## src/rtl/z_store_scheduler.sv

```systemverilog
// z_store_scheduler
//   Writes the Z result stream of the SpMM engine back into TCDM. Each Z beat
//   holds Y_BLOCK_SIZE items and becomes one TCDM store. Beats are placed
//   row-major over x_rows rows of ceil(y_columns/Y_BLOCK_SIZE) blocks. The
//   last block of a row only enables the bytes of the columns that exist.
//
// Ports
//   clk_i, rst_ni      clock, synchronous active-low reset
//   clear_i            synchronous soft clear (aborts any job, no done pulse)
//   start_i            one-cycle start pulse, only honoured while idle
//   base_address_i     Z base byte address (word aligned)
//   y_columns_i        Z columns
//   x_rows_i           Z rows
//   z_valid_i/z_ready_o/z_data_i   Z beat stream from the engine
//   tcdm_req_o/tcdm_gnt_i          store handshake towards TCDM
//   tcdm_add_o/tcdm_wen_o/tcdm_be_o/tcdm_data_o  store payload
//   busy_o             high while a job is running (incl. the done cycle)
//   done_o             one-cycle completion pulse
module z_store_scheduler #(
  parameter int unsigned Y_BLOCK_SIZE = 4,
  parameter int unsigned Z_ITEM_SIZE  = 32,
  parameter int unsigned SBW          = Y_BLOCK_SIZE * Z_ITEM_SIZE,
  parameter int unsigned CW           = 16
) (
  input  logic             clk_i,
  input  logic             rst_ni,
  input  logic             clear_i,
  input  logic             start_i,
  input  logic [31:0]      base_address_i,
  input  logic [CW-1:0]    y_columns_i,
  input  logic [CW-1:0]    x_rows_i,
  input  logic             z_valid_i,
  output logic             z_ready_o,
  input  logic [SBW-1:0]   z_data_i,
  output logic             tcdm_req_o,
  input  logic             tcdm_gnt_i,
  output logic [31:0]      tcdm_add_o,
  output logic             tcdm_wen_o,
  output logic [SBW/8-1:0] tcdm_be_o,
  output logic [SBW-1:0]   tcdm_data_o,
  output logic             busy_o,
  output logic             done_o
);

  localparam int unsigned IB  = Z_ITEM_SIZE / 8;
  localparam int unsigned BEW = SBW / 8;

  typedef enum logic [1:0] {
    IDLE = 2'd0,
    RUN  = 2'd1,
    DONE = 2'd2
  } state_e;

  // Byte enables for a block with `rem` remaining columns: lanes below rem are
  // on. When rem covers the whole block every lane is on.
  function automatic logic [BEW-1:0] tail_be(input logic [CW-1:0] rem);
    logic [BEW-1:0] be;
    be = '0;
    for (int l = 0; l < int'(Y_BLOCK_SIZE); l++) begin
      if (CW'(l) < rem) be[l*IB +: IB] = '1;
    end
    return be;
  endfunction

  state_e         state_q, state_d;
  logic           buf_valid_q, buf_valid_d;
  logic           buf_last_q, buf_last_d;
  logic [31:0]    buf_add_q, buf_add_d;
  logic [BEW-1:0] buf_be_q, buf_be_d;
  logic [SBW-1:0] buf_data_q, buf_data_d;
  logic [CW-1:0]  ycols_q, ycols_d;
  logic [CW-1:0]  xrows_q, xrows_d;
  logic [31:0]    row_step_q, row_step_d;
  logic [31:0]    row_start_q, row_start_d;
  logic [31:0]    addr_q, addr_d;
  logic [CW-1:0]  col_q, col_d;
  logic [CW-1:0]  row_q, row_d;
  logic           all_acc_q, all_acc_d;

  logic           hs;
  logic           grant;
  logic           last_in_row;
  logic           final_beat;
  logic [CW-1:0]  rem;

  // col + Y_BLOCK_SIZE is evaluated one bit wider so large column counts
  // cannot wrap the comparison.
  assign last_in_row = ({1'b0, col_q} + (CW+1)'(Y_BLOCK_SIZE)) >= {1'b0, ycols_q};
  assign final_beat  = last_in_row && (row_q == (xrows_q - CW'(1)));
  assign rem         = ycols_q - col_q;

  // Ready looks at the grant combinationally so a beat can replace the buffer
  // in the same cycle the buffered store is granted.
  assign z_ready_o = (state_q == RUN) && !all_acc_q && (!buf_valid_q || tcdm_gnt_i);
  assign hs        = z_valid_i && z_ready_o;
  assign grant     = buf_valid_q && tcdm_gnt_i;

  assign tcdm_req_o  = buf_valid_q;
  assign tcdm_add_o  = buf_add_q;
  assign tcdm_be_o   = buf_be_q;
  assign tcdm_data_o = buf_data_q;
  assign tcdm_wen_o  = 1'b0;
  assign busy_o      = (state_q != IDLE);
  assign done_o      = (state_q == DONE);

  always_comb begin
    state_d     = state_q;
    buf_valid_d = buf_valid_q;
    buf_last_d  = buf_last_q;
    buf_add_d   = buf_add_q;
    buf_be_d    = buf_be_q;
    buf_data_d  = buf_data_q;
    ycols_d     = ycols_q;
    xrows_d     = xrows_q;
    row_step_d  = row_step_q;
    row_start_d = row_start_q;
    addr_d      = addr_q;
    col_d       = col_q;
    row_d       = row_q;
    all_acc_d   = all_acc_q;

    unique case (state_q)
      IDLE: begin
        if (start_i) begin
          ycols_d     = y_columns_i;
          xrows_d     = x_rows_i;
          // Constant-factor scaling only; the per-row advance is an addition.
          row_step_d  = 32'(y_columns_i) * 32'(IB);
          row_start_d = base_address_i;
          addr_d      = base_address_i;
          col_d       = '0;
          row_d       = '0;
          all_acc_d   = 1'b0;
          state_d     = ((x_rows_i != '0) && (y_columns_i != '0)) ? RUN : DONE;
        end
      end
      RUN: begin
        if (hs) begin
          buf_valid_d = 1'b1;
          buf_last_d  = final_beat;
          buf_add_d   = addr_q;
          buf_be_d    = tail_be(rem);
          buf_data_d  = z_data_i;
          if (last_in_row) begin
            col_d       = '0;
            row_d       = row_q + CW'(1);
            row_start_d = row_start_q + row_step_q;
            addr_d      = row_start_q + row_step_q;
          end else begin
            col_d  = col_q + CW'(Y_BLOCK_SIZE);
            addr_d = addr_q + 32'(Y_BLOCK_SIZE * IB);
          end
          if (final_beat) all_acc_d = 1'b1;
        end else if (grant) begin
          buf_valid_d = 1'b0;
          // The final beat can only be granted without a new accept, since
          // nothing is accepted once all beats are in.
          if (buf_last_q) state_d = DONE;
        end
      end
      DONE: begin
        state_d = IDLE;
      end
      default: begin
        state_d = IDLE;
      end
    endcase

    if (clear_i) begin
      state_d     = IDLE;
      buf_valid_d = 1'b0;
      buf_last_d  = 1'b0;
      col_d       = '0;
      row_d       = '0;
      all_acc_d   = 1'b0;
    end
  end

  always_ff @(posedge clk_i) begin
    if (!rst_ni) begin
      state_q     <= IDLE;
      buf_valid_q <= 1'b0;
      buf_last_q  <= 1'b0;
      buf_add_q   <= '0;
      buf_be_q    <= '0;
      buf_data_q  <= '0;
      ycols_q     <= '0;
      xrows_q     <= '0;
      row_step_q  <= '0;
      row_start_q <= '0;
      addr_q      <= '0;
      col_q       <= '0;
      row_q       <= '0;
      all_acc_q   <= 1'b0;
    end else begin
      state_q     <= state_d;
      buf_valid_q <= buf_valid_d;
      buf_last_q  <= buf_last_d;
      buf_add_q   <= buf_add_d;
      buf_be_q    <= buf_be_d;
      buf_data_q  <= buf_data_d;
      ycols_q     <= ycols_d;
      xrows_q     <= xrows_d;
      row_step_q  <= row_step_d;
      row_start_q <= row_start_d;
      addr_q      <= addr_d;
      col_q       <= col_d;
      row_q       <= row_d;
      all_acc_q   <= all_acc_d;
    end
  end

endmodule

```

## config.mk

```make
export PLATFORM = sky130hd
export DESIGN_NAME = z_store_scheduler
export DESIGN_NICKNAME = d
export VERILOG_FILES = /design/src/rtl/z_store_scheduler.sv
export SDC_FILE = /design/constraint.sdc
export NUM_CORES = 1
export LEC_CHECK = 0
export ABC_AREA = 0
export CAP_MARGIN = 20
export CORE_MARGIN = 1
export CORE_UTILIZATION = 50
export DETAILED_ROUTE_END_ITERATION = 16
export PLACE_DENSITY = 0.84
export SYNTH_ARGS = -nofsm -noshare
export SYNTH_HDL_FRONTEND = slang
export SYNTH_SLANG_ARGS = --single-unit
```

## constraint.sdc

```tcl
create_clock -name clk_i -period 5.4 [get_ports clk_i]
set_input_delay 0.81 -clock clk_i [delete_from_list [all_inputs] [get_ports clk_i]]
set_output_delay 0.81 -clock clk_i [all_outputs]
set_load 0.05 [all_outputs]
```

==> reports/metrics.yaml <==
synthesis:
  ys_seq_area_share_pct: 40.1
  yosysWarnings: 0
  synth_edf_count: 0
  ys_seq_elements: 295
  synthArstFlopShare_pct: 0
  synth_top_area_share_pct: 40.1
  avgSynthCellArea_um2: 7.54
  ys_types: 67
  synthFlopType: "dfxtp_1"
  synth_top_area_cell: "dfxtp_1"
  synth.area.top_cells: "dfxtp_1 (40%), nand2_1 (13%), a21oi_1 (10%)"
  syn_area_um2: 14700
  syn-instance-count: 1954
power:
  p_clk_share_pct: 42.1
  switching_share_pct: 27.9
  peakVddDrop_mv: 0.272
  p_sw_mw: 1.61
  p_leak_nw: 7.03
  pwr-share-comb_pct: 16.8
  total_power_mw: 5.78
  cellPowerDensity_nw_per_um2: 292
  p_seq_share_pct: 41.1
  p_int_mw: 4.16
clock_tree:
  post_cts_buffers: 0
  cts-root-buf: "clkbuf_16"
  post_cts_resized: 0
  clkTransAtPathRegs_ns: 0.06
  cts_max_level: 2
  clock_path_buffers: 3
  cts_sinks: 295
  hold_buffers: 0
  cts_tree: "built"
  cts_made_buffers: 34
  clock_latency_ns: 0.51
layout:
  final_nets: 2491
  final_cells: 2660
  utilization_pct: 68.4
  layout-drive-gt1-share_pct: 3.88
  final_area_um2: 19800
  area_growth_pct: 34.0
global_routing:
  grt_pass1_vias: 14700
  antenna_found_initial: 10
  grt_max_degree: 114
  grt_overflow_total: 0
  grt_pass1_wl_mm: 78.2
  grt_use_total_pct: 32.5
sta:
  holdWs_ns: 0.453
  finalSetupViolations: 0
  fin_worst_skew_ns: 0.0184
  report.final.slew_viol_count: 0
  setup_ws_ns: 1.00
  fmax_mhz: 227
  grt_setup_unrepaired: "no"
  setup_tns_ns: 0
  fin_crit_sh_pct: 81.5
  max-slew-margin-rel_pct: 24.5
  min_period_ns: 4.40
  worst_pin_slew_ns: 1.13
  hold_violations: 0
worst_setup_path:
  crit_path_top_delay_cell: "a21o_1"
  cp.arrival_ns: 4.77
  crit_fanout: 24
  cp.required_ns: 5.77
  path_common_cell: "and3_1"
  criticalPathCategory: "flip-flop to flip-flop"
  crit_buf_inv: 0
  cpPeakStageDelay_ns: 0.81
  endpoint_kind: "flip-flop"
  critPathTopFamily: "simple AND/OR/NAND/NOR gates"
  path_cells: "and3_1 -> and3_1 -> and3_1 -> and3_1 -> nand3_1 -> xnor2_1 -> ha_1 -> a21o_1 -> a21oi_1 -> o221a_2 -> and2_1 -> a21o_1 -> or4_1 -> mux2i_1 -> o21bai_1"
  worstSetupStartpointType: "flip-flop"
flow_run:
  drv_cap: 0
floorplanning:
  die_y_um: 174
  ios: 379
  placeableCoreArea_um2: 28900
  dieArea_um2: 30200
  rows: 62
  die-width_um: 174
  start_util_pct: 51.1
drt:
  routedWlPerCell_um: 19.1
  wl_mm: 50.9
  firstDrtPassIters: 6
  route.detailed.drc: 0
  via_per_inst: 5.81
  drtAntennaViolNets: 0
  vias: 15500
  drt_iter0_markers: 1434
placed_design:
  portBuffers: 377
  place_ws_ns: 1.10
  dpl_cell_area_um2: 18600
  dp_hpwl_mm: 36.2
  place_inst: 2591
  place_congestion: 0.930
worst_hold_path:
  hold_class: "flip-flop to flip-flop"
run_status:
  run_status: "complete, no violations"
-- path summary, 6_finish.rpt --
check	from	endpoint	slack (ns)	depth (start not counted)
worst max-delay path	col_q[4]$_SDFFE_PP0P_	row_start_q[30]$_SDFFE_PN0P_	1.00	15
worst min-delay path	tcdm_data_o[47]$_SDFFE_PN0P_	tcdm_data_o[47]$_SDFFE_PN0P_	0.45	2
worst max register to register	col_q[4]$_SDFFE_PP0P_	row_start_q[30]$_SDFFE_PN0P_	1.00	15
worst min register to register	tcdm_data_o[47]$_SDFFE_PN0P_	tcdm_data_o[47]$_SDFFE_PN0P_	0.45	2
-- cells in the mapped netlist, types with 7 or more instances --
| cell | count |
|---|---|
| xor2_1 | 37 |
| a21oi_1 | 301 |
| dfxtp_1 | 295 |
| nor4_1 | 11 |
| and4_1 | 8 |
| o21ai_0 | 73 |
| a22oi_1 | 16 |
| inv_1 | 44 |
| o22ai_1 | 10 |
| o2111ai_1 | 10 |
| nor2b_1 | 9 |
| or3_1 | 13 |
| a211oi_1 | 7 |
| ha_1 | 49 |
| a21o_1 | 14 |
| nor3_1 | 27 |
| o211ai_1 | 16 |
| clkbuf_1 | 120 |
| nand2_1 | 501 |
| nor2_1 | 98 |
| buf_4 | 14 |
| nand3_1 | 44 |
| o21a_1 | 10 |
| mux2i_1 | 12 |
| a31oi_1 | 17 |
| nand4_1 | 25 |
| and2_1 | 10 |
| and3_1 | 16 |
| nand2b_1 | 9 |
| xnor2_1 | 52 |
-- cell type report --
class	instances	area, um^2
Fill cell	2330	9110
Multi-Input combinational cell	1475	8100
Sequential cell	295	5910
Timing Repair Buffer	392	3900
Clock buffer	46	967
Tap cell	384	480
Clock inverter	13	200
Inverter	45	174
Antenna cell	10	25.0
-- worst min-delay path: cells and delay by family, from the launching register on --
kind               cells  cell delay, ns
DFF                    1            0.30
and+or+nand+nor        1            0.05
AOI/OAI and AO/OA      1            0.05
-- power groups by stage --
stage	logic [mW]	registers, mW	clock network [mW]
6_report	0.970	2.37	2.43
5_1_grt	1.04	2.38	2.54
4_1_cts	0.956	2.37	2.46
3_5_place_dp	0.949	2.41	0
3_3_place_gp	0.933	2.41	0
2_1_floorplan	0.513	2.47	0
-- cell usage in the layout, fill, tap and decap left out, types with 27 or more instances in the layout --
master           synthesis  routed
a21oi_1                301     300
clkbuf_16                0      35
clkdlybuf4s50_1          0     377
dfxtp_1                295     295
ha_1                    49      49
inv_1                   44      44
nand2_1                501     501
nand3_1                 44      44
nor2_1                  98      98
nor3_1                  27      27
o21ai_0                 73      73
xnor2_1                 52      52
xor2_1                  37      37
-- cell families (layout without fill, tap and decap cells) --
group                      after synthesis  after routing  share of synthesized area (%)
xor gates and xnor gates                89             89                           5.29
muxes                                   12             12                          0.815
buffers and inverters                  185            496                           5.11
AOI/OAI and AO/OA                      532            532                           21.3
adders and majority gates               50             50                           4.30
and+or+nand+nor                        789            789                           23.1
DFF                                    295            295                           40.1
other                                    2             13                         0.0509
-- flip-flops by register name, summed over array words and instances (netlist names) --
register / cells
addr_q: 32
all_acc_q: 1
buf_last_q: 1
col_q: 14
row_q: 16
row_start_q: 32
state_q: 2
tcdm_add_o: 32
tcdm_be_o: 4
tcdm_data_o: 128
tcdm_req_o: 1
xrows_q: 16
ycols_q: 16
-- metal layers --
layer	up-vias	part of all wire, %	track usage [%]
li1	7306	-	-
met1	7278	39	38.6
met2	729	48	54.0
met3	135	9.1	8.97
met4	2	3.8	15.6
met5	-	0.016	0
Power figures use the tool's default switching activity.
